[config.mk]
export PLATFORM = sky130hd
export DESIGN_NAME = host_pixel_writer
export DESIGN_NICKNAME = d
export VERILOG_FILES = /design/src/rtl/host_pixel_writer.sv
export SDC_FILE = /design/constraint.sdc
export NUM_CORES = 1
export LEC_CHECK = 0
export CORE_ASPECT_RATIO = 0.6
export CORE_MARGIN = 10
export CORE_UTILIZATION = 40
export CTS_CLUSTER_DIAMETER = 120
export DETAILED_ROUTE_END_ITERATION = 8
export GPL_TIMING_DRIVEN = 0
export PLACE_DENSITY = 0.64
export SLEW_MARGIN = 20
export SYNTH_ARGS = -nofsm -noshare
export SYNTH_HDL_FRONTEND = slang
export SYNTH_SLANG_ARGS = --single-unit
export TNS_END_PERCENT = 50
[constraint.sdc]
create_clock -name clk_10mhz -period 10.87 [get_ports clk_10mhz]
set_clock_uncertainty 0.1 [all_clocks]
set_input_delay 1.087 -clock clk_10mhz [delete_from_list [all_inputs] [get_ports clk_10mhz]]
set_output_delay 1.087 -clock clk_10mhz [all_outputs]
set_load 0.03 [all_outputs]
[src/rtl/host_pixel_writer.sv]
// host_pixel_writer: async host pixel bus to BRAM write port.
// Synchronises host writes, range-checks, queues them, and runs a screen-clear engine.
module host_pixel_writer #(
   parameter int ADDR_W      = 15,
   parameter int PIX_LIMIT   = 30000,
   parameter int FIFO_DEPTH  = 4,
   parameter int SYNC_STAGES = 2,
   localparam int PTR_W      = $clog2(FIFO_DEPTH),
   localparam int LVL_W      = PTR_W + 1
) (
   input  logic              clk_10mhz,
   input  logic              reset,
   input  logic              interrupt,
   input  logic [ADDR_W-1:0] addr_in,
   input  logic [2:0]        rgb_in,
   input  logic              hold,
   input  logic              clear_req,
   input  logic [2:0]        fill_rgb,
   input  logic              clear_flags,
   output logic              wr_en,
   output logic [ADDR_W-1:0] wr_addr,
   output logic [15:0]       wr_data,
   output logic              clear_busy,
   output logic [LVL_W-1:0]  fifo_level,
   output logic              overflow,
   output logic              range_err,
   output logic [7:0]        drop_count
);
   localparam logic [ADDR_W-1:0] LIMIT = ADDR_W'(PIX_LIMIT);
   localparam logic [ADDR_W-1:0] LAST  = ADDR_W'(PIX_LIMIT - 1);
   localparam logic [LVL_W-1:0]  FULL  = LVL_W'(FIFO_DEPTH);

   typedef enum logic {S_IDLE, S_CLEAR} state_t;

   logic [SYNC_STAGES-1:0] r_int_sync;
   logic [ADDR_W-1:0]      r_addr_sync [SYNC_STAGES];
   logic [2:0]             r_rgb_sync  [SYNC_STAGES];
   logic                   r_int_prev;
   logic                   r_evt;
   logic [ADDR_W-1:0]      r_evt_addr;
   logic [2:0]             r_evt_rgb;
   logic [ADDR_W+2:0]      r_mem [FIFO_DEPTH];
   logic [PTR_W-1:0]       r_wptr;
   logic [PTR_W-1:0]       r_rptr;
   state_t                 r_state;
   state_t                 w_next;
   logic [ADDR_W-1:0]      r_cnt;
   logic [2:0]             r_fill;
   logic                   r_bv;
   logic [ADDR_W-1:0]      r_ba;
   logic [2:0]             r_bc;

   logic              w_evt;
   logic              w_full;
   logic              w_empty;
   logic              w_pop;
   logic              w_push;
   logic              w_range_drop;
   logic              w_ovf_drop;
   logic              w_drop;
   logic              w_clr_start;
   logic              w_clr_beat;
   logic [ADDR_W+2:0] w_head;
   logic [15:0]       w_bdata;

   assign w_evt        = r_int_sync[SYNC_STAGES-1] & ~r_int_prev;
   assign w_full       = (fifo_level == FULL);
   assign w_empty      = (fifo_level == '0);
   assign w_range_drop = r_evt & (r_evt_addr >= LIMIT);
   assign w_ovf_drop   = r_evt & ~w_range_drop & w_full & ~w_pop;
   assign w_push       = r_evt & ~w_range_drop & ~w_ovf_drop;
   assign w_drop       = w_range_drop | w_ovf_drop;
   assign w_head       = r_mem[r_rptr];
   assign w_bdata      = {6'b0, r_bc[2], 3'b0, r_bc[1], 3'b0, r_bc[0], 1'b0};
   assign clear_busy   = (r_state == S_CLEAR);

   // Synchronise host strobe, address and colour; remember last strobe stage
   always_ff @(posedge clk_10mhz or posedge reset) begin
      if (reset) begin
         r_int_sync <= '0;
         r_int_prev <= 1'b0;
         for (int i = 0; i < SYNC_STAGES; i++) begin
            r_addr_sync[i] <= '0;
            r_rgb_sync[i]  <= '0;
         end
      end else begin
         r_int_sync     <= {r_int_sync[SYNC_STAGES-2:0], interrupt};
         r_int_prev     <= r_int_sync[SYNC_STAGES-1];
         r_addr_sync[0] <= addr_in;
         r_rgb_sync[0]  <= rgb_in;
         for (int i = 1; i < SYNC_STAGES; i++) begin
            r_addr_sync[i] <= r_addr_sync[i-1];
            r_rgb_sync[i]  <= r_rgb_sync[i-1];
         end
      end
   end

   // Capture a detected host write event with its address and colour
   always_ff @(posedge clk_10mhz or posedge reset) begin
      if (reset) begin
         r_evt      <= 1'b0;
         r_evt_addr <= '0;
         r_evt_rgb  <= '0;
      end else begin
         r_evt <= w_evt;
         if (w_evt) begin
            r_evt_addr <= r_addr_sync[SYNC_STAGES-1];
            r_evt_rgb  <= r_rgb_sync[SYNC_STAGES-1];
         end
      end
   end

   // Write queue storage, pointers and occupancy
   always_ff @(posedge clk_10mhz or posedge reset) begin
      if (reset) begin
         r_wptr     <= '0;
         r_rptr     <= '0;
         fifo_level <= '0;
         for (int i = 0; i < FIFO_DEPTH; i++) begin
            r_mem[i] <= '0;
         end
      end else begin
         if (w_push) begin
            r_mem[r_wptr] <= {r_evt_addr, r_evt_rgb};
            r_wptr        <= r_wptr + PTR_W'(1);
         end
         if (w_pop) begin
            r_rptr <= r_rptr + PTR_W'(1);
         end
         if (w_push && !w_pop) begin
            fifo_level <= fifo_level + LVL_W'(1);
         end else if (!w_push && w_pop) begin
            fifo_level <= fifo_level - LVL_W'(1);
         end
      end
   end

   // Sticky error flags and saturating drop counter; a drop beats clear_flags
   always_ff @(posedge clk_10mhz or posedge reset) begin
      if (reset) begin
         overflow   <= 1'b0;
         range_err  <= 1'b0;
         drop_count <= '0;
      end else begin
         if (w_range_drop) begin
            range_err <= 1'b1;
         end else if (clear_flags) begin
            range_err <= 1'b0;
         end
         if (w_ovf_drop) begin
            overflow <= 1'b1;
         end else if (clear_flags) begin
            overflow <= 1'b0;
         end
         if (w_drop) begin
            if (clear_flags) begin
               drop_count <= 8'd1;
            end else if (drop_count != 8'hFF) begin
               drop_count <= drop_count + 8'd1;
            end
         end else if (clear_flags) begin
            drop_count <= '0;
         end
      end
   end

   // State register
   always_ff @(posedge clk_10mhz or posedge reset) begin
      if (reset) begin
         r_state <= S_IDLE;
      end else begin
         r_state <= w_next;
      end
   end

   // Next state, queue pop and clear beat issue
   always_comb begin
      w_next      = r_state;
      w_pop       = 1'b0;
      w_clr_start = 1'b0;
      w_clr_beat  = 1'b0;
      unique case (r_state)
         S_IDLE: begin
            if (clear_req) begin
               w_next      = S_CLEAR;
               w_clr_start = 1'b1;
            end else if (!hold && !w_empty) begin
               w_pop = 1'b1;
            end
         end
         S_CLEAR: begin
            if (!hold) begin
               w_clr_beat = 1'b1;
               if (r_cnt == LAST) begin
                  w_next = S_IDLE;
               end
            end
         end
      endcase
   end

   // Clear address counter and latched fill colour
   always_ff @(posedge clk_10mhz or posedge reset) begin
      if (reset) begin
         r_cnt  <= '0;
         r_fill <= '0;
      end else if (w_clr_start) begin
         r_cnt  <= '0;
         r_fill <= fill_rgb;
      end else if (w_clr_beat) begin
         r_cnt <= r_cnt + ADDR_W'(1);
      end
   end

   // Beat staging register fed by queue pops or clear beats
   always_ff @(posedge clk_10mhz or posedge reset) begin
      if (reset) begin
         r_bv <= 1'b0;
         r_ba <= '0;
         r_bc <= '0;
      end else begin
         r_bv <= w_pop | w_clr_beat;
         if (w_pop) begin
            r_ba <= w_head[ADDR_W+2:3];
            r_bc <= w_head[2:0];
         end else if (w_clr_beat) begin
            r_ba <= r_cnt;
            r_bc <= r_fill;
         end
      end
   end

   // Registered BRAM write port; address/data hold when idle
   always_ff @(posedge clk_10mhz or posedge reset) begin
      if (reset) begin
         wr_en   <= 1'b0;
         wr_addr <= '0;
         wr_data <= '0;
      end else begin
         wr_en <= r_bv;
         if (r_bv) begin
            wr_addr <= r_ba;
            wr_data <= w_bdata;
         end
      end
   end

endmodule

After elaboration in Yosys (flattened, before gate mapping)

Cells that the tools add are included.

Add/sub/neg operators: 6
$lt $le $gt $ge: 4
Eq/ne operators: 3
Muxes and demuxes: 31
Bitwise logic cells: 15
Reduce and logical (&&, ||, !) cells: 17

Operators by type and width:

| operator              | count |
|---|---|
| $bwmux 72             | 1 |
| $mux 15               | 4 |
| $mux 18               | 3 |
| $bmux 18 s2           | 1 |
| $demux 18 s2          | 1 |
| $mux 8                | 4 |
| $add 15x1->15 const B | 1 |
| $eq 15x15->1 const B  | 1 |
| $ge 15x15->1 const B  | 1 |
| $reduce_bool 2->1     | 7 |
| $mux 1                | 12 |
| $mux 3                | 4 |
| $add 8x1->8 const B   | 1 |
| $ne 8x8->1 const B    | 1 |
| $and 1x1->1           | 6 |
| $ge 3x3->1 const B    | 2 |
| $not 2->3             | 2 |
| $not 1->1             | 5 |
| $add 2x1->2 const B   | 2 |
| $logic_and 1x1->1     | 4 |
| $logic_not 1->1       | 4 |
| $add 3x1->3 const B   | 1 |
| $eq 3x3->1 const B    | 1 |
| $logic_not 3->1       | 1 |
| other kinds (5)       | 6 |

Register bits: 204
Bits of input ports: 27
Word-level logic and storage cells: 104

Depth between registers and ports, before layout

Word-level depth: 14
Depth in mapped cells: 10
Mapped depth without buffers: 9

Least setup slack after synthesis

Ideal clock, no wire load.

Path type: input-to-reg
Start point: input hold
End point: register fifo_level[2]
Data arrival time: 3256 ps
Required time: 10690 ps
Path slack: 7433 ps
Cell stages on the path: 9
Path buffers: 0
Path through: or3_1 and3_4 a211oi_4 ha_1 inv_1 fa_1 xor2_1 nor2_1 xor2_1

Cells in the longest elaborated chain, start to end: 12
Elaborated cells on any way between the ends: 15
Those cells by class: mux (4); bitwise (4); reduce/logical (7)

RTL lines:

| what                               | line | source |
|---|---|---|
| from (decl)                        | 16   | `input logic hold,` |
| $logic_not 1->1 *                  | --   |  |
| $logic_and 1x1->1 *                | 187  | `end else if (!hold && !w_empty) begin` |
| $mux 1 *                           | 187  |  |
| $mux 1 *                           | 184  | `if (clear_req) begin` |
| $mux 1 *                           | 182  | `unique case (r_state)` |
| $not 1->1 *                        | 70   | `assign w_ovf_drop = r_evt & ~w_range_drop & w_full & ~w_pop;` |
| $and 1x1->1 *                      | 70   |  |
| $not 1->1 *                        | 71   | `assign w_push = r_evt & ~w_range_drop & ~w_ovf_drop;` |
| $and 1x1->1 *                      | 71   |  |
| net w_push                         | 57   | `logic w_push;` |
| $logic_not 1->1                    | 132  | `end else if (!w_push && w_pop) begin` |
| $logic_and 1x1->1                  | 132  |  |
| $reduce_bool 2->1 (no source line) | --   |  |
| to (signal assigned)               | 131  | `fifo_level <= fifo_level + LVL_W'(1);` |
| to (signal assigned)               | 133  | `fifo_level <= fifo_level - LVL_W'(1);` |
| to (decl)                          | 24   | `output logic [LVL_W-1:0] fifo_level,` |

The timed path passes the listed nets; every way through them passes the cells marked *.
A chain may end at the register's enable or synchronous reset.

Final worst setup path

Start point: input hold
End point: register fifo_level[1]

Cells in the longest elaborated chain, start to end: 12
Elaborated cells on any way between the ends: 15
Those cells by class: mux (4); bitwise (4); reduce/logical (7)

RTL lines:

| what                               | line |
|---|---|
| $logic_not 1->1 *                  | -- |
| $logic_and 1x1->1 *                | 187 |
| $mux 1 *                           | 187 |
| $mux 1 *                           | 184 |
| $mux 1 *                           | 182 |
| $not 1->1                          | 70 |
| $and 1x1->1                        | 70 |
| $not 1->1                          | 71 |
| $and 1x1->1                        | 71 |
| $logic_not 1->1                    | 132 |
| $logic_and 1x1->1                  | 132 |
| $reduce_bool 2->1 (no source line) | -- |

Every way passes the cells marked *; elsewhere a longest branch is shown, timed or not.

==> reports/metrics.csv <==
metric,value,unit
status,"complete, no violations",
ys async rst share,100.0,%
Peak VDD IR,0.1100,mV
Detail Route Antenna Nets,0,
crit path kind,in -> reg,
setup TNS,0,ns
worst-margin pin slew,0.9553,ns
Chip Width,207.8,um
switching pwr,0.0006666,W
Leak Pwr,4.561,nW
die area,0.02756,mm2
Post-DP HPWL,12480,um
Final Util,49.16,%
Syn. warnings,0,
Startpoint Class,primary input,
vias in the first global route,5308,
Clock Sinks,204,
post-synthesis sequential area ratio,60.34,%
mapped cell area,0.008461,mm2
area grow syn2layout,21.31,%
Max-slew headroom,36.31,%
Final nets,719,
Core ar.,0.02088,mm2
Crit path required time,11.14,ns
"count leader, synth",dfrtp_1,
Antenna Cells,0,
CTS Hold Bufs,0,
DR WL/cell,18.04,um
final WL,17650,um
post-synth top area share,60.34,%
first-pass detailed-route iteration total,4,
final setup fails,0,
CP cell instances,clkdlybuf4s50_1 > or3_1 > nor2_1 > clkbuf_1 > inv_1 > ha_1 > inv_1 > fa_1 > mux2_2,
CTS tree,done,
RSZ-0062 raised after global routing,no,
Rows,41,
remaining global-route overflow,0,
share of layout cells above drive strength 1,27.18,%
worst hold slack,0.2477,ns
clock network power share,32.0,%
Critical Path AT,4.10,ns
clk buf depth,3,
"EDFF count, synth",0,
Tmin final,3.827,ns
Syn Area/Cell,14.39,um2
Max stage delay on crit path,0.55,ns
clock-pin slew on the worst setup and hold paths,0.06,ns
PortBufs,59,
Die Height,132.7,um
final worst path period share,35.21,%
sequential cell area,0.005105,mm2
"Slew Viols, Final",0,
largest net degree at the start of global routing,99,
Post-CTS Setup Bufs,0,
Gate power share,23.5,%
slowest CP cell,clkdlybuf4s50_1,
final hold violation count,0,
drt drc,0,
Critical Path Sink Type,flop,
first-pass GRT wire length,29040,um
CP Max Fanout,10,
clk root buf,clkbuf_16,
sequential power share,44.5,%
Multi-input gate area,0.003126,mm2
global placer's final weighted congestion,0.7967,
# Max-Cap Violations,0,
post_cts resized,0,
vias,4936,
I/O pin count,73,
"most used cell, CP",inv_1,
initial antenna violation count,0,
Net Sw Frac,27.40,%
initial drt markers,399,
Via density,5.047,
"top cells by area, synth","dfrtp_1, mux2_2, mux2_4, mux4_2, mux2i_1",
Pwr per Cell Area,237.0,mW/mm2
Initial Utilization,40.52,%
Overall Global Routing Usage,12.75,%
unique cell type count in the Yosys netlist,50,
"area leader, netlist",dfrtp_1,
Layout fillers,1765,
dominant synthesized flop cell,dfrtp_1,
Max Clk Rate,0.2613,GHz
P_int,0.001766,W
synthesized flop and latch total,204,
Synth Instances,588,
CTS Buf Count,21,
number of H-tree levels,1,
"Clk Latency, worst-skew pair",0.50,ns
Hold WC Path Type,reg -> reg,
Synth top cells by count,"dfrtp_1, mux2_2, nand2_1",
==> cells in the final DEF, fill, tap and decap left out, types with 7 or more instances in the layout <==
cell | netlist | final
nand3_1 | 15 | 15
nor2_1 | 10 | 10
inv_1 | 17 | 16
o21ai_0 | 32 | 32
buf_4 | 13 | 13
mux2_2 | 69 | 69
a21oi_1 | 13 | 13
mux2i_1 | 17 | 17
mux4_2 | 18 | 18
clkbuf_16 | 0 | 21
dfrtp_1 | 204 | 204
conb_1 | 1 | 13
clkdlybuf4s50_1 | 0 | 59
mux2_4 | 40 | 40
nand2_1 | 44 | 44
clkbuf_1 | 13 | 18
ha_1 | 7 | 7
==> cell families (layout without fill, tap and decap cells) <==
logic type	count (synthesis)	in the layout	share of synthesized area, %
and+or+nand+nor	110	110	6.936
muxes	144	144	23.08
xor gates and xnor gates	7	7	0.7247
AOI/OAI and AO/OA	62	62	4.348
other	1	13	0.04432
DFF	204	204	60.34
adders and majority gates	8	8	1.272
buffers and inverters	52	151	3.253
==> per-layer routing <==
metal | GRT usage (%) | share of wire [%] | vias up
li1 | - | - | 2269
met3 | 2.891 | 5.1 | 24
met1 | 17.77 | 49 | 2524
met2 | 19.80 | 44 | 119
met4 | 2.886 | 1.7 | 0
met5 | 0 | 0 | -
==> path summary, 6_finish.rpt <==
path	slack [ns]	cells past startpoint	start	endpoint
max	7.04	9	hold	fifo_level[1]$_DFFE_PP0P_
min	0.25	0	r_addr_sync[22]$_DFF_PP0_	r_addr_sync[7]$_DFF_PP0_
max reg2reg	7.87	8	clear_busy$_DFF_PP0_	fifo_level[1]$_DFFE_PP0P_
min reg2reg	0.25	0	r_addr_sync[22]$_DFF_PP0_	r_addr_sync[7]$_DFF_PP0_
max in group asynchronous	8.72	4	reset	wr_addr[9]$_DFFE_PP0P_
min in group asynchronous	0.84	2	reset	r_addr_sync[21]$_DFF_PP0_
==> area by class of cell <==
type / instances / area share, %
Inverter: 17 / 0.6949
Clock buffer: 31 / 5.973
Multi-Input combinational cell: 344 / 30.45
Tap cell: 279 / 3.401
Buffer: 35 / 2.060
Timing Repair Buffer: 61 / 6.290
Sequential cell: 204 / 49.74
Clock inverter: 7 / 1.390
==> critical path, delay by kind of cell <==
kind | cells | cell delay (ns)
adder cells (fa/ha/maj) | 2 | 0.64
buffers and inverters | 4 | 1.24
multiplexers | 1 | 0.28
AND/OR/NAND/NOR | 2 | 0.85
==> sequential cells by signal (all words and copies together) (netlist names), 6 cells and up <==
name / count
r_mem: 72
r_rgb_sync: 6
r_ba: 15
r_cnt: 15
r_addr_sync: 30
drop_count: 8
wr_addr: 15
r_evt_addr: 15
==> power by group through the flow <==
stage	registers (W)	clock network, W	logic (W)
2_1_floorplan	0.00108	0	0.000396
3_3_place_gp	0.00107	0	0.000550
3_5_place_dp	0.00109	0	0.000573
4_1_cts	0.00108	0.000801	0.000575
5_1_grt	0.00111	0.000835	0.000612
6_report	0.00108	0.000779	0.000571
==> metrics by stage <==
step                      instances  total power [W]  cell area, um2  worst slack, ns
after floorplan                 600         0.001478            8506            4.116
after global placement          938         0.001622            9445            1.956
after detailed placement        940         0.001668            9508            6.579
after CTS                       978         0.002457           10260            7.073
after global routing            978         0.002556           10260            6.926
final                           978         0.002432           10260            7.043
(Power assumes the default switching activity.)
